### config.mk
export PLATFORM = sky130hd
export DESIGN_NAME = smol_rf_mp
export DESIGN_NICKNAME = d
export VERILOG_FILES = /design/src/rtl/smol_pkg.sv /design/src/rtl/smol_rf_scoreboard.sv /design/src/rtl/smol_rf_mp.sv
export SDC_FILE = /design/constraint.sdc
export NUM_CORES = 2
export LEC_CHECK = 0
export BUFFER_PORTS_ARGS = -buffer_cell sky130_fd_sc_hd__buf_2
export CORE_AREA = 2 2 365 367
export CTS_CLUSTER_SIZE = 8
export DETAILED_ROUTE_END_ITERATION = 7
export DIE_AREA = 0 0 367 369
export PLACE_DENSITY = 0.66
export SETUP_SLACK_MARGIN = 0.2
export SYNTH_ARGS = -nofsm -noshare
export SYNTH_HDL_FRONTEND = slang
export SYNTH_SLANG_ARGS = --single-unit
### constraint.sdc
create_clock -name clk -period 3.7 [get_ports clk]
set_clock_uncertainty 0.15 [all_clocks]
set_input_delay 0.185 -clock clk [delete_from_list [all_inputs] [get_ports clk]]
set_output_delay 0.185 -clock clk [all_outputs]
set_load 0.05 [all_outputs]
### src/rtl/smol_pkg.sv
// rtl/smol_pkg.sv - shared constants and types for the SmolCore register file
// Contents:
//   XLEN_DEF, NREGS_DEF, AW_DEF : default data width, register count, address width
//   xword_t, reg_addr_t         : data word and register address types at default sizes
//   REG_ZERO                    : address of the hardwired-zero register x0
package smol_pkg;
   localparam int XLEN_DEF  = 32;
   localparam int NREGS_DEF = 32;
   localparam int AW_DEF    = $clog2(NREGS_DEF);

   typedef logic [XLEN_DEF-1:0] xword_t;
   typedef logic [AW_DEF-1:0]   reg_addr_t;

   localparam reg_addr_t REG_ZERO = '0;
endpackage

### src/rtl/smol_rf_scoreboard.sv
// rtl/smol_rf_scoreboard.sv - per-register busy scoreboard with reserve and write-clear
// Ports:
//   clk, rst_n        : clock, asynchronous active-low reset (clears every busy bit)
//   rsv_en, rsv_addr  : reserve request, marks rsv_addr busy at the next edge
//   we, waddr         : the two writeback ports, an enabled write clears its target
//   busy              : scoreboard vector, bit 0 is always 0
module smol_rf_scoreboard
   import smol_pkg::*;
#(
   parameter  int NREGS = NREGS_DEF,
   localparam int AW    = $clog2(NREGS)
) (
   input  logic                 clk,
   input  logic                 rst_n,
   input  logic                 rsv_en,
   input  logic [AW-1:0]        rsv_addr,
   input  logic [1:0]           we,
   input  logic [1:0][AW-1:0]   waddr,
   output logic [NREGS-1:0]     busy
);

   logic [NREGS-1:0] busy_q;
   logic [NREGS-1:0] busy_d;

   // A reserve beats a write-clear on the same register: the new producer
   // has not delivered yet, so the register must stay busy.
   always_comb begin
      busy_d = busy_q;
      for (int r = 1; r < NREGS; r++) begin
         if (rsv_en && rsv_addr == AW'(r)) begin
            busy_d[r] = 1'b1;
         end else if ((we[0] && waddr[0] == AW'(r)) ||
                      (we[1] && waddr[1] == AW'(r))) begin
            busy_d[r] = 1'b0;
         end
      end
      busy_d[0] = 1'b0;
   end

   always_ff @(posedge clk or negedge rst_n) begin
      if (!rst_n) begin
         busy_q <= '0;
      end else begin
         busy_q <= busy_d;
      end
   end

   assign busy = busy_q;

endmodule

### src/rtl/smol_rf_mp.sv
// rtl/smol_rf_mp.sv - multi-port integer register file with busy scoreboard
// Optional feature macro: SMOL_RF_BYPASS_EN (zero-cycle write-to-read forwarding)
// Ports:
//   clk, rst_n            : clock, asynchronous active-low reset
//   ren, raddr            : per read port enable and address
//   rdata, rready         : per read port data (0 when disabled) and operand-valid
//   we, waddr, wdata      : two write ports, port 1 wins on an address collision
//   rsv_en, rsv_addr      : reserve a destination register (mark busy)
//   busy                  : scoreboard vector
module smol_rf_mp
   import smol_pkg::*;
#(
   parameter  int XLEN  = XLEN_DEF,
   parameter  int NREGS = NREGS_DEF,
   parameter  int NRP   = 2,
   localparam int AW    = $clog2(NREGS)
) (
   input  logic                    clk,
   input  logic                    rst_n,
   input  logic [NRP-1:0]          ren,
   input  logic [NRP-1:0][AW-1:0]  raddr,
   output logic [NRP-1:0][XLEN-1:0] rdata,
   output logic [NRP-1:0]          rready,
   input  logic [1:0]              we,
   input  logic [1:0][AW-1:0]      waddr,
   input  logic [1:0][XLEN-1:0]    wdata,
   input  logic                    rsv_en,
   input  logic [AW-1:0]           rsv_addr,
   output logic [NREGS-1:0]        busy
);

   localparam logic [AW-1:0] ZERO = AW'(REG_ZERO);

   logic [XLEN-1:0] mem [NREGS];
   logic [1:0]      wr_ok;

   smol_rf_scoreboard #(.NREGS(NREGS)) u_sb (
      .clk      (clk),
      .rst_n    (rst_n),
      .rsv_en   (rsv_en),
      .rsv_addr (rsv_addr),
      .we       (we),
      .waddr    (waddr),
      .busy     (busy)
   );

   // x0 is never written; port 0 steps aside when port 1 hits the same register.
   always_comb begin
      wr_ok[1] = we[1] && (waddr[1] != ZERO);
      wr_ok[0] = we[0] && (waddr[0] != ZERO) && !(wr_ok[1] && waddr[1] == waddr[0]);
   end

   always_ff @(posedge clk or negedge rst_n) begin
      if (!rst_n) begin
         for (int r = 0; r < NREGS; r++) begin
            mem[r] <= '0;
         end
      end else begin
         if (wr_ok[0]) mem[waddr[0]] <= wdata[0];
         if (wr_ok[1]) mem[waddr[1]] <= wdata[1];
      end
   end

   always_comb begin
      for (int p = 0; p < NRP; p++) begin
         rdata[p]  = '0;
         rready[p] = 1'b1;
         if (ren[p]) begin
            rdata[p]  = mem[raddr[p]];
            rready[p] = !busy[raddr[p]];
`ifdef SMOL_RF_BYPASS_EN
            if (raddr[p] != ZERO) begin
               if (we[1] && waddr[1] == raddr[p]) begin
                  rdata[p]  = wdata[1];
                  rready[p] = 1'b1;
               end else if (we[0] && waddr[0] == raddr[p]) begin
                  rdata[p]  = wdata[0];
                  rready[p] = 1'b1;
               end
            end
`endif
         end
      end
   end

endmodule
==> run_results.csv <==
group,metric,value,unit
placement,port_buffers,192,
clock_network,insertion_delay,800,ps
logic_synthesis,synth_top_family_by_area,"multiplexers",
timing,maxSlewHeadroom,17.76,%
logic_synthesis,synth-simple-area-share,19.54,%
grt,grt_max_degree,160,
timing,fmax,0.2779,GHz
logic_synthesis,postSynthCellCount,7223,
logic_synthesis,synth_compound_area_share,13.45,%
logic_synthesis,synth-async-reset-ratio,100.0,%
timing,hold_viol_final,0,
logic_synthesis,synth-xor-area-share,0.06712,%
grt,antenna_found_initial,13,
floorplanning,initial_core_util,49.75,%
logic_synthesis,syn-cell-area,65240,um^2
placement,post-dp-hpwl,163.6,mm
clock_network,cts_buffers,150,
timing,period_share,97.26,%
grt,grt_pass1_vias,60510,
logic_synthesis,synth_nets,7319,
route,dr_total_vias,62350,
setup_path,slowest_delay,570,ps
setup_path,cpMaxStageDelayCell,"a221oi_1",
layout,final_util,55.61,%
grt,grt_pass1_wl,408.9,mm
layout,drive_gt1_share,18.95,%
route,wl_per_cell,31.50,um
placement,placed_cell_area,67610,um^2
setup_path,crit_type,"reg -> out",
floorplanning,ioPinCount,194,
power,power,41.06,mW
setup_path,critPathLaunchType,"flop",
setup_path,crit_chain,"mux4_2 > mux2i_1 > nor2_1 > a221oi_1 > a21oi_1 > buf_2",
power,ir_worst_vdd,0.0003152,V
floorplanning,die_area,135400,um^2
logic_synthesis,synth.area.mux_share,20.43,%
setup_path,arrival,3260,ps
clock_network,clockRootBuffer,"clkbuf_16",
logic_synthesis,synthFlopType,"dfrtp_1",
flow_run,maxCapViolCount,0,
logic_synthesis,synth.ff_latch_count,1055,
logic_synthesis,yosysSeqAreaShare,40.47,%
grt,grt_overflow_total,0,
logic_synthesis,ys_types,52,
logic_synthesis,ys_warn_count,0,
clock_network,clock_sinks,1055,
logic_synthesis,avgSynthCellArea,9.032,um^2
floorplanning,core,131100,um^2
timing,drv_slew,0,
placement,place_inst,8563,
clock_network,cts-htree-levels,4,
timing,tightest_slew,1230,ps
clock_network,clockBufferDepth,3,
clock_network,clkTransAtPathRegs,50,ps
timing,fin_tns_setup,0,ps
floorplanning,die_y,369,um
layout,stdcell_area,72920,um^2
power,p_per_area,563.1,nW/um^2
timing,setup_viol,0,
route,dr.first_iter.drc_count,10160,
route,dr.pass1.iters,7,
setup_path,worstSetupEndpointType,"output pin",
timing,setup_slack,101.4,ps
setup_path,critical_path.max_fanout,3,
logic_synthesis,synth_fa_ha_area_share,0,%
route,wirelength,279.1,mm
timing,whs,83.99,ps
min_path,hold_path.class,"in -> reg",
route,ant_nets,0,
setup_path,cp.required,3370,ps
layout,nNetsFinal,7176,
placement,place_worst_setup_slack,483.3,ps
timing,rsz0062_at_grt,"false",
route,routed_via_density,7.037,
layout,fin_cells,8861,
clock_network,cts_tree,"yes",
floorplanning,row_count,133,
power,p_leak,30.92,nW
placement,gp_congestion,0.9692,
logic_synthesis,synth_edf_count,0,
status,run_status,"finished clean",
grt,grtUsageTotal,40.87,%
floorplanning,die_x,367,um
route,drc,0,
layout,syn_to_final_growth,11.77,%
timing,period_needed,3599,ps
==> final timing paths <==
| check | startpoint | end | slack [ps] | depth (start not counted) |
|---|---|---|---|---|
| worst min register to register | mem[997] | mem[997] | 240 | 0 |
| worst max-delay path | mem[276] | rdata[52] | 100 | 6 |
| max in group asynchronous | rst_n | mem[246] | 1930 | 5 |
| worst max register to register | u_sb.busy[12] | u_sb.busy[12] | 2180 | 3 |
| worst min-delay path | waddr[4] | u_sb.busy[29] | 80 | 5 |
| min in group asynchronous | rst_n | mem[950] | 500 | 4 |
==> worst max-delay path, delay by kind of cell, from the launching register on <==
family,cells,cell delay [ps]
buf+inv,1,350
flops,1,390
compound gates,2,940
simple gates,1,80
mux,2,710
==> cells in the mapped netlist, types with 11 or more instances <==
cell	number	area, um^2
a21boi_4	16	300.3
a21o_1	15	112.6
a21oi_1	75	375.4
a221oi_1	51	446.7
a22oi_1	15	112.6
a31oi_1	1006	6294
buf_1	33	123.9
buf_2	191	955.9
buf_4	45	337.8
buf_6	42	473.0
clkbuf_1	537	2016
dfrtp_1	1055	26400
mux2_2	103	1160
mux2i_1	32	320.3
mux4_2	526	11850
nand2_1	2205	8277
nand2b_1	14	87.58
nand3_1	12	60.06
nand3b_1	18	135.1
nor2_1	1049	3938
nor2b_1	11	68.82
o21ai_0	16	80.08
o21ai_1	16	80.08
o221ai_1	64	560.5
==> final cells by class <==
type	instances	area, um^2
inverter	3	13.76
clock inverter	11	140.1
sequential	1055	26400
fill	11210	58210
antenna	8	20.02
tap	1755	2196
timing repair buffer	555	4942
clock buffer	159	3872
multi-input combinational	5315	35340
==> timing repair <==
item	CTS	global route
endpoints found under the setup margin	3	9
hold buffers	120	0
resized for setup	3	9
buffers inserted	0	0
hold endpoints to repair	2010	0
==> kinds of logic after synthesis <==
kind of cell / count (synthesis)
AO/OA/AOI/OAI: 1313
XOR/XNOR: 5
buffers and inverters: 853
flip-flops: 1055
multiplexers: 661
other: 1
AND/OR/NAND/NOR: 3335
==> report_power, final <==
group,internal (mW),total [mW],leakage (nW),switching (mW)
clock,7.38,12.7,1.97,5.31
combinational,5.45,11.1,16.1,5.69
sequential,14.6,17.2,12.8,2.63
==> cell usage in the layout (no fill, tap or decap), types with 4 or more instances in the layout <==
cell and count:
clkbuf_16 154, nand3_1 12, mux4_2 526, nand3b_1 18, a22oi_1 15, dlygate4sd3_1 119
nor2_1 1049, nor2b_1 9, a221oi_2 8, a32o_1 8, o221ai_1 63, nand2_1 2174
buf_12 70, buf_2 178, o21ai_0 16, inv_6 7, mux2_2 103, buf_4 181
clkbuf_1 5, a21oi_4 15, buf_8 5, o21ai_4 16, a21boi_4 16, xnor2_1 5
a31oi_1 1006, a221oi_1 43, nand2b_1 12, dfrtp_1 1055, a21o_2 11, diode_2 8
a21oi_1 75, o31ai_1 7, or2_2 5, mux2i_1 29, nand2_2 30, a21o_1 4
==> layer usage <==
layer	vias up	part of all wire (%)	GRT usage, %
li1	25100	-	-
met2	5654	42	58.72
met3	1373	16	16.38
met5	-	0.10	0.7835
met1	30210	34	51.32
met4	16	7.3	25.76
==> flip-flops by register name, indices dropped and copies added, names as in the netlist <==
register,count
mem,1024
u_sb.busy,31
Note: power is estimated with default switching activity, not from simulation.
